==> src/rtl/slave_port.sv <==
// slave_port: serial bus slave that deserializes address/burst and runs burst writes or reads against a local sync memory.
module slave_port #(
  parameter int ADDR_WIDTH = 12,
  parameter int DATA_WIDTH = 8,
  parameter int BURST_WIDTH = 4
) (
  input  logic                  clk,
  input  logic                  rstn,
  input  logic                  master_valid,
  input  logic                  master_ready,
  input  logic                  read_en,
  input  logic                  write_en,
  input  logic                  tx_address,
  input  logic                  tx_burst,
  input  logic                  tx_data,
  output logic                  slave_ready,
  output logic                  slave_valid,
  output logic                  rx_data,
  output logic [ADDR_WIDTH-1:0] mem_addr,
  output logic [DATA_WIDTH-1:0] mem_wdata,
  output logic                  mem_we,
  output logic                  mem_re,
  input  logic [DATA_WIDTH-1:0] mem_rdata
);
  localparam int CW = $clog2(ADDR_WIDTH + DATA_WIDTH);
  typedef enum logic [2:0] {IDLE, ADDR, WDATA, WRITE, RREQ, RLOAD, RDATA} state_t;
  state_t state;
  logic op_rd;
  logic [CW-1:0] cnt;
  logic [ADDR_WIDTH-1:0] addr;
  logic [BURST_WIDTH-1:0] burst;
  logic [DATA_WIDTH-1:0] wsr, rsr;
  logic start, a_last, d_last;
  assign start = master_valid && (read_en ^ write_en);
  assign a_last = cnt == CW'(ADDR_WIDTH - 1);
  assign d_last = cnt == CW'(DATA_WIDTH - 1);
  assign slave_ready = state == IDLE;
  assign slave_valid = state == RDATA;
  assign rx_data = slave_valid & rsr[0];
  assign mem_we = state == WRITE;
  assign mem_re = state == RREQ;
  assign mem_addr = addr;
  assign mem_wdata = wsr;
  always_ff @(posedge clk or negedge rstn) begin
    if (!rstn) begin
      state <= IDLE;
      op_rd <= 1'b0;
      cnt <= '0;
      addr <= '0;
      burst <= '0;
      wsr <= '0;
      rsr <= '0;
    end else begin
      case (state)
        IDLE: if (start) begin
          op_rd <= read_en;
          addr <= ADDR_WIDTH'({tx_address, addr} >> 1);
          burst <= BURST_WIDTH'({tx_burst, burst} >> 1);
          cnt <= CW'(1);
          state <= ADDR;
        end
        ADDR: if (master_valid) begin
          addr <= ADDR_WIDTH'({tx_address, addr} >> 1);
          if (cnt < CW'(BURST_WIDTH)) burst <= BURST_WIDTH'({tx_burst, burst} >> 1);
          cnt <= a_last ? '0 : cnt + CW'(1);
          if (a_last) state <= op_rd ? RREQ : WDATA;
        end
        WDATA: if (master_valid) begin
          wsr <= DATA_WIDTH'({tx_data, wsr} >> 1);
          cnt <= d_last ? '0 : cnt + CW'(1);
          if (d_last) state <= WRITE;
        end
        WRITE: begin
          addr <= addr + ADDR_WIDTH'(1);
          burst <= burst == '0 ? burst : burst - BURST_WIDTH'(1);
          state <= burst == '0 ? IDLE : WDATA;
        end
        RREQ: state <= RLOAD;
        RLOAD: begin
          rsr <= mem_rdata;
          state <= RDATA;
        end
        RDATA: if (master_ready) begin
          rsr <= rsr >> 1;
          cnt <= d_last ? '0 : cnt + CW'(1);
          if (d_last) begin
            addr <= addr + ADDR_WIDTH'(1);
            burst <= burst == '0 ? burst : burst - BURST_WIDTH'(1);
            state <= burst == '0 ? IDLE : RREQ;
          end
        end
        default: state <= IDLE;
      endcase
    end
  end
endmodule

==> config.mk <==
export PLATFORM = sky130hd
export DESIGN_NAME = slave_port
export DESIGN_NICKNAME = d
export VERILOG_FILES = /design/src/rtl/slave_port.sv
export SDC_FILE = /design/constraint.sdc
export NUM_CORES = 1
export LEC_CHECK = 0
export BUFFER_PORTS_ARGS = -buffer_cell sky130_fd_sc_hd__buf_4
export CAP_MARGIN = 20
export CORE_MARGIN = 8
export CORE_UTILIZATION = 55
export DETAILED_ROUTE_END_ITERATION = 8
export PLACE_DENSITY = 0.91
export REMOVE_ABC_BUFFERS = 1
export SETUP_SLACK_MARGIN = 0.02
export SLEW_MARGIN = 15
export SYNTH_ARGS = -nofsm -noshare
export SYNTH_HDL_FRONTEND = slang
export SYNTH_SLANG_ARGS = --single-unit
==> constraint.sdc <==
create_clock -name clk -period 2.2 [get_ports clk]
set_clock_uncertainty 0.05 [all_clocks]
set_input_delay 0.22 -clock clk [delete_from_list [all_inputs] [get_ports clk]]
set_output_delay 0.22 -clock clk [all_outputs]
set_load 0.01 [all_outputs]
==> implementation parameters <==
Parameter                              Value

Floorplan
  Die area ... ~6600 µm²
  Num ports ... 42
  Core Area ... between 4000 and 5000 µm²
  Standard-cell row count ... 23
  DIE WIDTH ... 80.95 µm
  Effective utilization at floorplan ... 0.5758
  Die height ... a little over 80 µm

Timing
  Final Hold Violating Endpoints ... 0
  Hold_ws ... roughly 0.087 ns
  Slew Limit Fails ... 0
  Pin slew with the least headroom to its limit ... 0.7726 ns
  Max Freq ... around 490 MHz
  Time the worst path needs with I/O delays and setup ... roughly 2.0 ns
  Unrepaired setup endpoints after global routing ... false
  Tcrit/Tclk final ... 0.9253
  Number of endpoints failing setup at the final stage ... 0
  Slew margin rel. ... 0.4815

Placed design
  Post-detail-place hpwl ... 3.937 mm
  Weighted congestion reported at the end of routability-driven placement ... around 0.84
  Total of buffers placed on input and output ports ... 41
  Placed Instance Area ... 2678 µm²

Final layout
  Multi-input combinational cell area ... between 1000 and 1500 µm²
  Post-route cell area ... about 2800 µm²
  Area added between synthesis and finish ... 20.23%
  FF/Latch Area ... about 1000 µm²
  Share of layout cells above drive strength 1 ... 0.2678
  ANT cells ... 0
  Net count, final ... between 300 and 400
  Filler Cell Count ... ~290

Global routing
  Initial antenna violation count ... 0
  Grt total ovfl ... 0
  Global-route wire length before repair ... 8.811 mm
  Vias in the first global route ... 1,872
  Maximum number of pins on one net before global-route repair ... 42
  Global routing usage summed across all routing layers ... 0.1706

Worst hold path
  Start point of the worst min-delay path ... write_en
  Min-Delay Path Class ... in2reg

Clock network
  Clock root buffer master ... clkbuf_8
  Clock tree sinks ... slightly above 40
  Clock tree from TritonCTS ... done
  H-tree depth reported by CTS ... 2
  Clock transition at the registers of the reported paths ... 0.08 ns
  Clock buffers created by TritonCTS ... 5
  Number of buffers on the longest clock path ... 2
  Setup bufs post-CTS ... 0
  Clk_lat worst skew ... about 0.3 ns

Synthesis
  Most common flop cell mapped by yosys ... dfrtp_1
  FF+latch count, synth ... between 40 and 50
  Post-Synthesis Mean Instance Area ... around 9.3 µm²
  Number of enable flip-flop cells after synthesis ... 0
  Sequential-to-total area share from yosys stat ... 0.4423
  Proportion of register bits with asynchronous set or reset after synthesis ... 1.000
  Total of warnings raised by yosys ... 0
  Gate count of the mapped netlist ... 250
  Post-synth design cell area ... roughly 2300 µm²
  Number of different library cells in the post-synthesis netlist ... slightly below 50

Critical path
  Category of the worst setup path launch point ... register
  Worst EP required ... approximately 2.4 ns
  Max FO, Critical Path ... 5
  Setup crit end kind ... register
  Setup slack of the most critical reg-to-reg path ... 0.16 ns
  Worst setup path class ... reg2reg
  Reg2Reg Launch Point ... cnt[0]
  Worst setup path startpoint ... cnt[0]
  Data arrival at the endpoint of the critical path ... approximately 2.2 ns

Detailed routing
  First-pass DRT Iterations ... 4
  DR iter-0 viols ... between 150 and 200
  Antenna-violating nets left ... 0
  Average via count per standard cell ... slightly below 6
  WL/cell ... 15.69 µm
  Routed wire length ... roughly 5.4 mm
  Number of vias after detailed routing ... approximately 2.0k
  Detailed-route DRC error count ... 0

Status
  Run status ... complete, no violations

Power
  Power density of the placed cells ... around 1600 nW/µm²
  Worst-case vdd ir drop ... about 850 µV
  Static leakage ... between 1 and 1.5 nW

Job
  Max_cap viols ... 0
-- cells by family after synthesis --
| family | count (synthesis) | synth area share |
|---|---|---|
| buf+inv | 24 | 0.05232 |
| xor+xnor | 3 | 0.01133 |
| simple gates | 87 | 0.1969 |
| fa+ha+maj | 3 | 0.01618 |
| flops | 41 | 0.4423 |
| mux | 18 | 0.08360 |
| compound gates | 74 | 0.1974 |
-- routing by layer --
layer | vias to the layer above | track usage | wire (µm) | share of wire
met5 | - | 0 | 0 | 0
met4 | 0 | 0.06071 | 93 | 0.017
met3 | 11 | 0.04084 | 363 | 0.067
met2 | 71 | 0.2855 | 2675 | 0.49
met1 | 947 | 0.2096 | 2281 | 0.42
li1 | 993 | - | - | -
-- cell usage after synthesis, types with 2 or more instances --
library cell / n / area share
nor3_1: 4 / 0.0086
dfrtp_1: 41 / 0.44
mux2i_1: 7 / 0.030
o21ai_1: 2 / 0.0043
and2_1: 3 / 0.0081
buf_2: 4 / 0.0086
xor2_1: 2 / 0.0076
nor2_1: 11 / 0.018
o22ai_1: 4 / 0.011
buf_6: 3 / 0.015
and3_1: 6 / 0.016
nand4_1: 5 / 0.013
and4_1: 2 / 0.0076
nand2b_1: 3 / 0.0081
a31oi_1: 7 / 0.019
inv_1: 9 / 0.015
nand3b_1: 2 / 0.0065
o21ai_0: 21 / 0.045
mux2_2: 10 / 0.049
a21oi_1: 21 / 0.045
o2bb2ai_1: 2 / 0.0076
nor2b_1: 4 / 0.011
nand3_1: 9 / 0.019
a31o_2: 3 / 0.011
nand2_1: 29 / 0.047
a21o_1: 2 / 0.0065
clkbuf_1: 7 / 0.011
o211ai_1: 3 / 0.0097
o22a_1: 2 / 0.0076
ha_1: 3 / 0.016
-- layout make-up --
class | instances | share of cell area
multi-input cells | 185 | 0.4204
flip-flops and latches | 41 | 0.3679
repair buffers | 52 | 0.1409
clock buffers | 7 | 0.03454
well taps | 50 | 0.02243
inverters | 9 | 0.01211
clock inverters | 1 | 0.001795
-- cells in the final DEF, fill, tap and decap left out, types with 5 or more instances in the layout --
master / netlist / routed
and3_1: 6 / 6
a21oi_1: 21 / 21
clkbuf_8: 0 / 7
inv_1: 9 / 9
mux2i_1: 7 / 7
buf_4: 1 / 51
dfrtp_1: 41 / 41
a31oi_1: 7 / 7
nand4_1: 5 / 5
o21ai_0: 21 / 21
nand3_1: 9 / 9
nand2_1: 29 / 29
nor2_1: 11 / 11
mux2_2: 10 / 10
-- worst paths after layout --
path	depth (start not counted)	endpoint
setup / recovery	5	state[0]
min in group asynchronous	2	rsr[3]
hold reg to reg	2	rsr[4]
setup reg to reg	5	state[0]
hold / removal	2	op_rd
max in group asynchronous	2	cnt[1]
-- sequential cells by signal (all words and copies together), names as in the netlist --
| signal | count |
|---|---|
| cnt | 5 |
| rsr | 8 |
| op_rd | 1 |
| mem_addr | 12 |
| state | 3 |
| burst | 4 |
| mem_wdata | 8 |
-- power breakdown --
part	internal (W)	switching [W]	total, W
Clock	0.000284	0.000266	0.000549
Combinational	0.00114	0.00131	0.00245
Sequential	0.00108	0.000346	0.00142
Total	0.00250	0.00192	0.00442
-- per-stage QoR --
step | std cells | util | power (W) | setup TNS, ns | setup slack, ns
floorplan | 235 | - | 0.002969 | -0.06882 | -0.04035
global placement | 336 | 0.6646 | 0.003761 | 0 | 0.2688
detailed placement | 336 | 0.6646 | 0.003871 | 0 | 0.2121
CTS | 345 | 0.6922 | 0.004430 | 0 | 0.1905
global route | 345 | 0.6922 | 0.004776 | 0 | 0.03215
finish | 345 | 0.6922 | 0.004421 | 0 | 0.1643
-- critical path: stages (launching register included) --
cell and delay [ns]:
dfrtp_1 0.38, ha_1 0.22, nor4bb_1 0.40, o22a_1 0.28, and3_1 0.27, mux2_1 0.33
-- what timing repair did --
| item | in CTS | in global routing |
|---|---|---|
| endpoints found under the setup margin | 0 | 0 |
| hold buffers | 1 | 0 |
| resized for setup | 0 | 0 |
| endpoints found under the hold margin | 41 | 0 |
Power figures use the tool's default switching activity.
